[src/rtl/axi_read_arbiter_pkg.sv]
// Shared types for the two-master AXI4-Lite read arbiter.
package axi_arb_pkg;

    typedef enum logic [1:0] {
        ARB_IDLE,
        ARB_ADDR,
        ARB_DATA
    } arb_state_t;

    localparam int ARB_N = 2;

endpackage

[src/rtl/axi_read_arbiter_if.sv]
// AXI4-Lite read-channel bundle (AR + R) with master/slave views.
interface if_axi_read #(
    parameter int ADDR_W = 32,
    parameter int DATA_W = 32
);

    logic              arvalid;
    logic              arready;
    logic [ADDR_W-1:0] araddr;
    logic              rvalid;
    logic              rready;
    logic [DATA_W-1:0] rdata;
    logic [1:0]        rresp;

    modport master (
        output arvalid,
        output araddr,
        output rready,
        input  arready,
        input  rvalid,
        input  rdata,
        input  rresp
    );

    modport slave (
        input  arvalid,
        input  araddr,
        input  rready,
        output arready,
        output rvalid,
        output rdata,
        output rresp
    );

endinterface

[src/rtl/axi_read_arbiter_rr_arb2.sv]
// Combinational 2-way round-robin picker: on a tie the master not served
// last wins, otherwise the single requester is chosen.
module rr_arb2
    import axi_arb_pkg::*;
(
    input  logic [ARB_N-1:0] req,
    input  logic             last,
    output logic             gnt_idx,
    output logic             any
);

    always_comb begin
        any     = |req;
        gnt_idx = 1'b0;
        if (req[1] && (!req[0] || !last)) begin
            gnt_idx = 1'b1;
        end
    end

endmodule

[src/rtl/axi_read_arbiter.sv]
// Shares one AXI4-Lite read slave between the IFU (in0) and LSU (in1),
// one transaction in flight, round-robin between the two masters.
module axi_read_arbiter
    import axi_arb_pkg::*;
#(
    parameter int ADDR_W = 32,
    parameter int DATA_W = 32
) (
    input  logic       i_clock,
    input  logic       i_reset_n,
    if_axi_read.slave  in0,
    if_axi_read.slave  in1,
    if_axi_read.master out
);

    arb_state_t        state_q;
    arb_state_t        state_d;
    logic [ADDR_W-1:0] addr_q;
    logic              owner;
    logic              last;
    logic              gnt_idx;
    logic              any_valid;
    logic              owner_rready;

    rr_arb2 u_rr_arb2 (
        .req     ({in1.arvalid, in0.arvalid}),
        .last    (last),
        .gnt_idx (gnt_idx),
        .any     (any_valid)
    );

    assign owner_rready = owner ? in1.rready : in0.rready;

    always_ff @(posedge i_clock or negedge i_reset_n) begin
        if (!i_reset_n) begin
            state_q <= ARB_IDLE;
            addr_q  <= '0;
            owner   <= 1'b0;
            last    <= 1'b1;
        end else begin
            state_q <= state_d;
            if (state_q == ARB_IDLE && any_valid) begin
                addr_q <= gnt_idx ? in1.araddr : in0.araddr;
                owner  <= gnt_idx;
            end
            if (state_q == ARB_DATA && out.rvalid && owner_rready) begin
                last <= owner;
            end
        end
    end

    // Grants are qualified by reset so nothing handshakes while it is held.
    always_comb begin
        state_d     = state_q;
        in0.arready = 1'b0;
        in1.arready = 1'b0;
        out.arvalid = 1'b0;
        out.araddr  = '0;
        out.rready  = 1'b0;
        in0.rvalid  = 1'b0;
        in0.rdata   = '0;
        in0.rresp   = '0;
        in1.rvalid  = 1'b0;
        in1.rdata   = '0;
        in1.rresp   = '0;

        case (state_q)
            ARB_IDLE: begin
                in0.arready = i_reset_n && any_valid && !gnt_idx;
                in1.arready = i_reset_n && any_valid && gnt_idx;
                if (any_valid) begin
                    state_d = ARB_ADDR;
                end
            end
            ARB_ADDR: begin
                out.arvalid = 1'b1;
                out.araddr  = addr_q;
                if (out.arready) begin
                    state_d = ARB_DATA;
                end
            end
            ARB_DATA: begin
                out.rready = owner_rready;
                if (owner) begin
                    in1.rvalid = out.rvalid;
                    in1.rdata  = out.rdata;
                    in1.rresp  = out.rresp;
                end else begin
                    in0.rvalid = out.rvalid;
                    in0.rdata  = out.rdata;
                    in0.rresp  = out.rresp;
                end
                if (out.rvalid && owner_rready) begin
                    state_d = ARB_IDLE;
                end
            end
            default: begin
                state_d = ARB_IDLE;
            end
        endcase
    end

endmodule

[src/flat_wrapper.sv]
// flat-port wrapper written by rule: the top's interface ports become plain ports
module axi_read_arbiter_flat import axi_arb_pkg::*;
#(
    parameter int ADDR_W = 32,
    parameter int DATA_W = 32
)
  (i_clock, i_reset_n, in0_arvalid, in0_araddr, in0_rready, in0_arready, in0_rvalid, in0_rdata, in0_rresp, in1_arvalid, in1_araddr, in1_rready, in1_arready, in1_rvalid, in1_rdata, in1_rresp, out_arvalid, out_araddr, out_rready, out_arready, out_rvalid, out_rdata, out_rresp);
  if_axi_read #(.ADDR_W(ADDR_W), .DATA_W(DATA_W)) in0_i ();
  if_axi_read #(.ADDR_W(ADDR_W), .DATA_W(DATA_W)) in1_i ();
  if_axi_read #(.ADDR_W(ADDR_W), .DATA_W(DATA_W)) out_i ();
  input  logic i_clock;
  input  logic i_reset_n;
  input wire logic [$bits(in0_i.arvalid)-1:0] in0_arvalid;
  input wire logic [$bits(in0_i.araddr)-1:0] in0_araddr;
  input wire logic [$bits(in0_i.rready)-1:0] in0_rready;
  output wire logic [$bits(in0_i.arready)-1:0] in0_arready;
  output wire logic [$bits(in0_i.rvalid)-1:0] in0_rvalid;
  output wire logic [$bits(in0_i.rdata)-1:0] in0_rdata;
  output wire logic [$bits(in0_i.rresp)-1:0] in0_rresp;
  input wire logic [$bits(in1_i.arvalid)-1:0] in1_arvalid;
  input wire logic [$bits(in1_i.araddr)-1:0] in1_araddr;
  input wire logic [$bits(in1_i.rready)-1:0] in1_rready;
  output wire logic [$bits(in1_i.arready)-1:0] in1_arready;
  output wire logic [$bits(in1_i.rvalid)-1:0] in1_rvalid;
  output wire logic [$bits(in1_i.rdata)-1:0] in1_rdata;
  output wire logic [$bits(in1_i.rresp)-1:0] in1_rresp;
  output wire logic [$bits(out_i.arvalid)-1:0] out_arvalid;
  output wire logic [$bits(out_i.araddr)-1:0] out_araddr;
  output wire logic [$bits(out_i.rready)-1:0] out_rready;
  input wire logic [$bits(out_i.arready)-1:0] out_arready;
  input wire logic [$bits(out_i.rvalid)-1:0] out_rvalid;
  input wire logic [$bits(out_i.rdata)-1:0] out_rdata;
  input wire logic [$bits(out_i.rresp)-1:0] out_rresp;
  assign in0_i.arvalid = in0_arvalid;
  assign in0_i.araddr = in0_araddr;
  assign in0_i.rready = in0_rready;
  assign in0_arready = in0_i.arready;
  assign in0_rvalid = in0_i.rvalid;
  assign in0_rdata = in0_i.rdata;
  assign in0_rresp = in0_i.rresp;
  assign in1_i.arvalid = in1_arvalid;
  assign in1_i.araddr = in1_araddr;
  assign in1_i.rready = in1_rready;
  assign in1_arready = in1_i.arready;
  assign in1_rvalid = in1_i.rvalid;
  assign in1_rdata = in1_i.rdata;
  assign in1_rresp = in1_i.rresp;
  assign out_arvalid = out_i.arvalid;
  assign out_araddr = out_i.araddr;
  assign out_rready = out_i.rready;
  assign out_i.arready = out_arready;
  assign out_i.rvalid = out_rvalid;
  assign out_i.rdata = out_rdata;
  assign out_i.rresp = out_rresp;
  axi_read_arbiter #(.ADDR_W(ADDR_W), .DATA_W(DATA_W)) u_core (.i_clock(i_clock), .i_reset_n(i_reset_n), .in0(in0_i), .in1(in1_i), .out(out_i));
endmodule
[config.mk]
export PLATFORM = sky130hd
export DESIGN_NAME = axi_read_arbiter_flat
export DESIGN_NICKNAME = d
export VERILOG_FILES = /design/src/rtl/axi_read_arbiter_pkg.sv /design/src/rtl/axi_read_arbiter_if.sv /design/src/rtl/axi_read_arbiter_rr_arb2.sv /design/src/rtl/axi_read_arbiter.sv /design/src/flat_wrapper.sv
export SDC_FILE = /design/constraint.sdc
export NUM_CORES = 1
export LEC_CHECK = 0
export ABC_AREA = 1
export CAP_MARGIN = 20
export CORE_ASPECT_RATIO = 1.4
export CORE_MARGIN = 2
export CORE_UTILIZATION = 31
export CTS_CLUSTER_SIZE = 10
export DETAILED_ROUTE_END_ITERATION = 10
export PLACE_DENSITY = 0.89
export SLEW_MARGIN = 20
export SYNTH_ARGS = -nofsm -noshare
export SYNTH_HDL_FRONTEND = slang
export SYNTH_SLANG_ARGS = --single-unit
export TNS_END_PERCENT = 30
[constraint.sdc]
create_clock -name i_clock -period 1.1 [get_ports i_clock]
set_input_delay 0.165 -clock i_clock [delete_from_list [all_inputs] [get_ports i_clock]]
set_output_delay 0.165 -clock i_clock [all_outputs]
set_load 0.02 [all_outputs]
== Word-level counts from Yosys, hierarchy flattened ==
Index checks and enable logic that the tools add are counted.

* Register bits: 36
* Bits in latches: 0
* RAM bits: 0
* Bits in read-only memories: 0
* Input port bits: 106
* Output and inout port bits: 106
* Logic and storage cells: 48
* Memories kept: 0

* Add/subtract/negate cells: 0
* Multipliers: 0
* Div/mod/pow operators: 0
* Magnitude comparators: 0
* Equality and inequality tests: 5
* Shifts and indexed selects: 0
* Multiplexer cells: 24
* Bitwise operators: 0
* Reduce and logical (&&, ||, !) cells: 15

{| class="wikitable"
|+ Operators by type and width
! operator !! number
|-
| $mux W32 || 6
|-
| $mux W2 || 7
|-
| $mux W1 || 10
|-
| $logic_and A1 B1 Y1 || 8
|-
| $pmux W2 S3 || 1
|-
| $ne A2 B2 Y1 const B || 2
|-
| $logic_not A1 Y1 || 3
|-
| $reduce_and A3 Y1 || 1
|-
| $eq A2 B1 Y1 const B || 1
|-
| $eq A2 B2 Y1 const B || 1
|-
| $logic_not A2 Y1 || 1
|-
| $ne A2 B1 Y1 const B || 1
|-
| $reduce_or A2 Y1 || 1
|-
| $logic_or A1 B1 Y1 || 1
|}

== Longest topological paths before layout ==
* Depth after elaboration: 7
* Mapped depth: 7
* Gate-level depth less buffers: 6

== Cells and area by module ==
A second synthesis with hierarchy kept.

* Cells, all modules: 421
* Area, all modules: 2620.0 µm²

{| class="wikitable"
|+ By module, submodules not included
! module !! times used !! cells each !! area an instance (µm²) !! seq. area each (µm²)
|-
| axi_read_arbiter || 1 || 418 || 2605.0 || 902.1
|-
| rr_arb2 || 1 || 3 || 15.0 || 0.0
|}

== Least setup slack after synthesis ==
Ideal clock, no wire load.

* Path kind: register to output
* From: reg u_core.state_q[1]
* To: out out_araddr[10]
* Arrival time: 1380 ps
* Required time: 935 ps
* Setup slack: -445 ps
* Stages on the path, launching flop included: 5
* Path buffers: 1
* Cell sequence: dfrtp_1 nor2_1 inv_1 buf_2 nor2_1

* Word-level cells in the longest chain between the ends: 2

{| class="wikitable"
|+ Ends and longest elaborated chain
! what !! RTL line !! source
|-
| from (decl) || axi_read_arbiter.sv:16 || <nowiki>arb_state_t state_q;</nowiki>
|-
| from (signal assigned) || axi_read_arbiter.sv:41 || <nowiki>state_q <= state_d;</nowiki>
|-
| $eq A2 B1 Y1 || axi_read_arbiter.sv:67 || <nowiki>case (state_q)</nowiki>
|-
| $mux W32 || axi_read_arbiter.sv:67 ||
|-
| to (decl) || flat_wrapper.sv:28 || <nowiki>output wire logic [$bits(out_i.araddr)-1:0] out_araddr;</nowiki>
|}

Every way passes these cells.

== Worst setup path after layout ==
* From: reg u_core.state_q[0]
* To: out out_araddr[17]

Same word-level chain as after synthesis.

==> key figures <==
STA
  • Setup TNS: -55.97 ns
  • Fin crit share: 148%
  • Setup ws final: -0.529 ns
  • Min Tclk post-route: 1.63 ns
  • Count of final setup violators: about 140
  • Final hold slack: 0.470 ns
  • RSZ-0062 raised after global routing: true
  • Fmax: 0.614 GHz
  • Skew final: roughly 0.0062 ns
  • Final Max Tran Viols: 0
  • Hold Fails Final Rpt: 0
  • Worst-margin pin slew: around 0.47 ns
  • Slew headroom: 68.9%

Drt
  • Initial DRC Count: 229
  • Drt pass-1 iters: 5
  • Routed via count: between 4k and 5k
  • DRC viols: 0
  • Via/cell ratio: 4.80
  • DRT antenna net count: 0
  • Post-DR wirelength/cell: between 15 and 20 µm
  • Final wirelength: roughly 14000 µm

Cells and area
  • Layout Utilization: 74.0%
  • Share of layout cells above drive strength 1: between 30% and 40%
  • # diodes: 0
  • Post-route cell area: 6400 µm²
  • Area delta synth->final: 130%
  • Nets: around 840

Run status
  • Failing checks: negative setup slack
  • Status: finished, violations left

Synth
  • Top-area cell type share of the netlist area: a little under a third
  • Synth area leaders: dfrtp_1 31%, inv_1 19%, nand2_1 15%
  • Most frequent cell after synthesis: inv_1
  • Synth warn: 0
  • Largest area contributor in the netlist: dfrtp_1
  • Mapped Nets: 597
  • Netlist cell types: 15
  • Syn avg cell area: 5.67 µm²
  • Synth Flop Type: dfrtp_1
  • Top post-synthesis cells by count: 140 x inv_1, 110 x nand2_1, 105 x nor2_1
  • Post-synth EDFFs: 0
  • Post-synth ARST share: 100%
  • Yosys reg bits: 36
  • Cell area after synthesis: 2780 µm²
  • Seq/Total Area, Yosys: 32.4%
  • Post-Synthesis Cells: 491

Floorplan
  • Die width: around 84 µm
  • DIE AREA: 9760 µm²
  • I/O Pins: 212
  • Core ar.: between 8000 and 9000 µm²
  • Initial core utilization: 32.2%
  • Die H: 116 µm
  • Rows: 40

Critical path
  • Critical path cell sequence: inv_2 -> buf_4 -> nor2_4 -> inv_4 -> buf_4 -> nor2_4 -> buf_6
  • Crit Path Max Fanout: 5
  • Worst setup EP type: output port
  • Critical Path Max Stage Delay: 0.33 ns
  • Worst Path Arrival: roughly 1.5 ns
  • Crit path launch type: flip-flop
  • Worst Path Required: 0.94 ns
  • Critical path startpoint: u_core.state_q[0]$_DFFE_PN0P_
  • Slowest cell on the critical path: dfrtp_1
  • Setup Crit Path Kind: flip-flop to output port
  • Worst path top cell family by delay: buffers and inverters
  • Buffers & Inverters on Critical Path: 5
  • RR Startpoint: u_core.state_q[1]$_DFFE_PN0P_

Power
  • Pwr dens: around 2100 nW/µm²
  • Design Power: 0.0135 W
  • Clock Power Share: 10.2%
  • Comb power frac: approximately 70%
  • Sw Pwr: 0.00633 W
  • Leakage: 3.31 nW
  • IR drop worst, VDD: 1.34 mV
  • Sequential fraction of design power: between 15 and 20%
  • Internal: slightly above 0.007 W
  • Net Sw Frac: 46.8%

Placed design
  • Post-DP HPWL: 8760 µm
  • PortBufs: 211
  • Placement Cell Area: approximately 5500 µm²
  • Placer Congestion: 0.821

Clocking
  • CTS Buf Count: 5
  • CTS tree: built
  • CTS Buffer Depth: 2
  • Clock root cell: clkbuf_16
  • H-tree levels: 2
  • Clk Latency, worst-skew pair: 0.28 ns
  • Clock Sink Count: 36
  • Clock transition at path regs: 0.06 ns

Worst hold path
  • Worst hold start: u_core.last$_DFFE_PN1P_
  • Hold Crit Class: flip-flop to flip-flop

Job
  • Max Cap Viol: 0

Global route
  • Total grt overflow: 0
  • First-pass GRT wire length: 18500 µm
  • Largest net degree at the start of global routing: 37
  • Vias in the first global route: roughly 4k
  • GRT Total Usage: 23.6%
  • Antenna violations before repair: 2
[layout by cell type (no fill, tap or decap), drive strengths merged]
cell and count:
nor2 107, dfrtp 35, dlygate4sd3 1, inv 140, dfstp 1, nand3 65
buf 154, clkinv 1, dlygate4sd2 1, nor3 1, a21oi 1, o21ai 2
nand2 114, clkbuf 11, clkdlybuf4s50 103
[worst min-delay path, cell delays in order, from the launching register on]
cell     delay (ns)
dfstp_2        0.37
nand2_1        0.05
nand2_1        0.04
[cell type report]
| type | count | area, µm² |
|---|---|---|
| repair buffers | 263 | 2760 |
| well taps | 105 | 131 |
| inverters | 140 | 536 |
| multi-input cells | 290 | 1930 |
| clock buffers | 7 | 133 |
| fillers | 585 | 2250 |
| clock inverters | 1 | 8.76 |
| flip-flops and latches | 36 | 903 |
[power by group through the flow]
stage	Combinational [W]	Clock [W]	Sequential, W
after floorplan	0.00469	0	0.00230
after global placement	0.00791	0	0.00235
after detailed placement	0.00812	0	0.00237
after CTS	0.00859	0.00143	0.00237
after global routing	0.0103	0.00148	0.00249
final	0.00971	0.00138	0.00242
[path summary, 6_finish.rpt]
check	end	slack, ns	cells past startpoint
min in group asynchronous	u_core.addr_q[11]$_DFFE_PN0P_	0.49	3
hold / removal	u_core.last$_DFFE_PN1P_	0.47	2
max in group asynchronous	u_core.last$_DFFE_PN1P_	0.26	3
setup / recovery	out_araddr[17]	-0.53	7
setup reg to reg	u_core.addr_q[15]$_DFFE_PN0P_	-0.21	8
hold reg to reg	u_core.last$_DFFE_PN1P_	0.47	2
[sequential cells by signal (all words and copies together), names as in the netlist]
name            count
u_core.last         1
u_core.owner        1
u_core.addr_q      32
u_core.state_q      2
[stage by stage]
step | setup slack [ns] | instances
2_1_floorplan | -0.214 | 491
3_5_place_dp | -0.956 | 818
6_report | -0.529 | 842
3_3_place_gp | -0.947 | 818
5_1_grt | -0.614 | 842
4_1_cts | -0.472 | 835
[timing repair]
action                                  4_1_cts  5_1_grt
pin swaps                                     5        4
gates cloned                                  2        6
endpoints found under the setup margin      140      142
hold buffers                                  1        0
gates resized for setup                     611      135
endpoints found under the hold margin        35        0
buffers inserted                              7        1
[routing by layer]
| metal | vias up | track usage, % | routed length [µm] |
|---|---|---|---|
| met5 | - | 0 | 26 |
| met4 | 4 | 10.8 | 720 |
| met3 | 63 | 6.43 | 1030 |
| met2 | 232 | 46.6 | 7750 |
| met1 | 1861 | 22.4 | 4300 |
| li1 | 1880 | - | - |
[kinds of logic after synthesis]
family                 synth area share (%)
buffers and inverters                  24.5
and+or+nand+nor                        42.6
AOI/OAI and AO/OA                     0.539
DFF                                    32.4
Note: power is estimated with default switching activity, not from simulation.
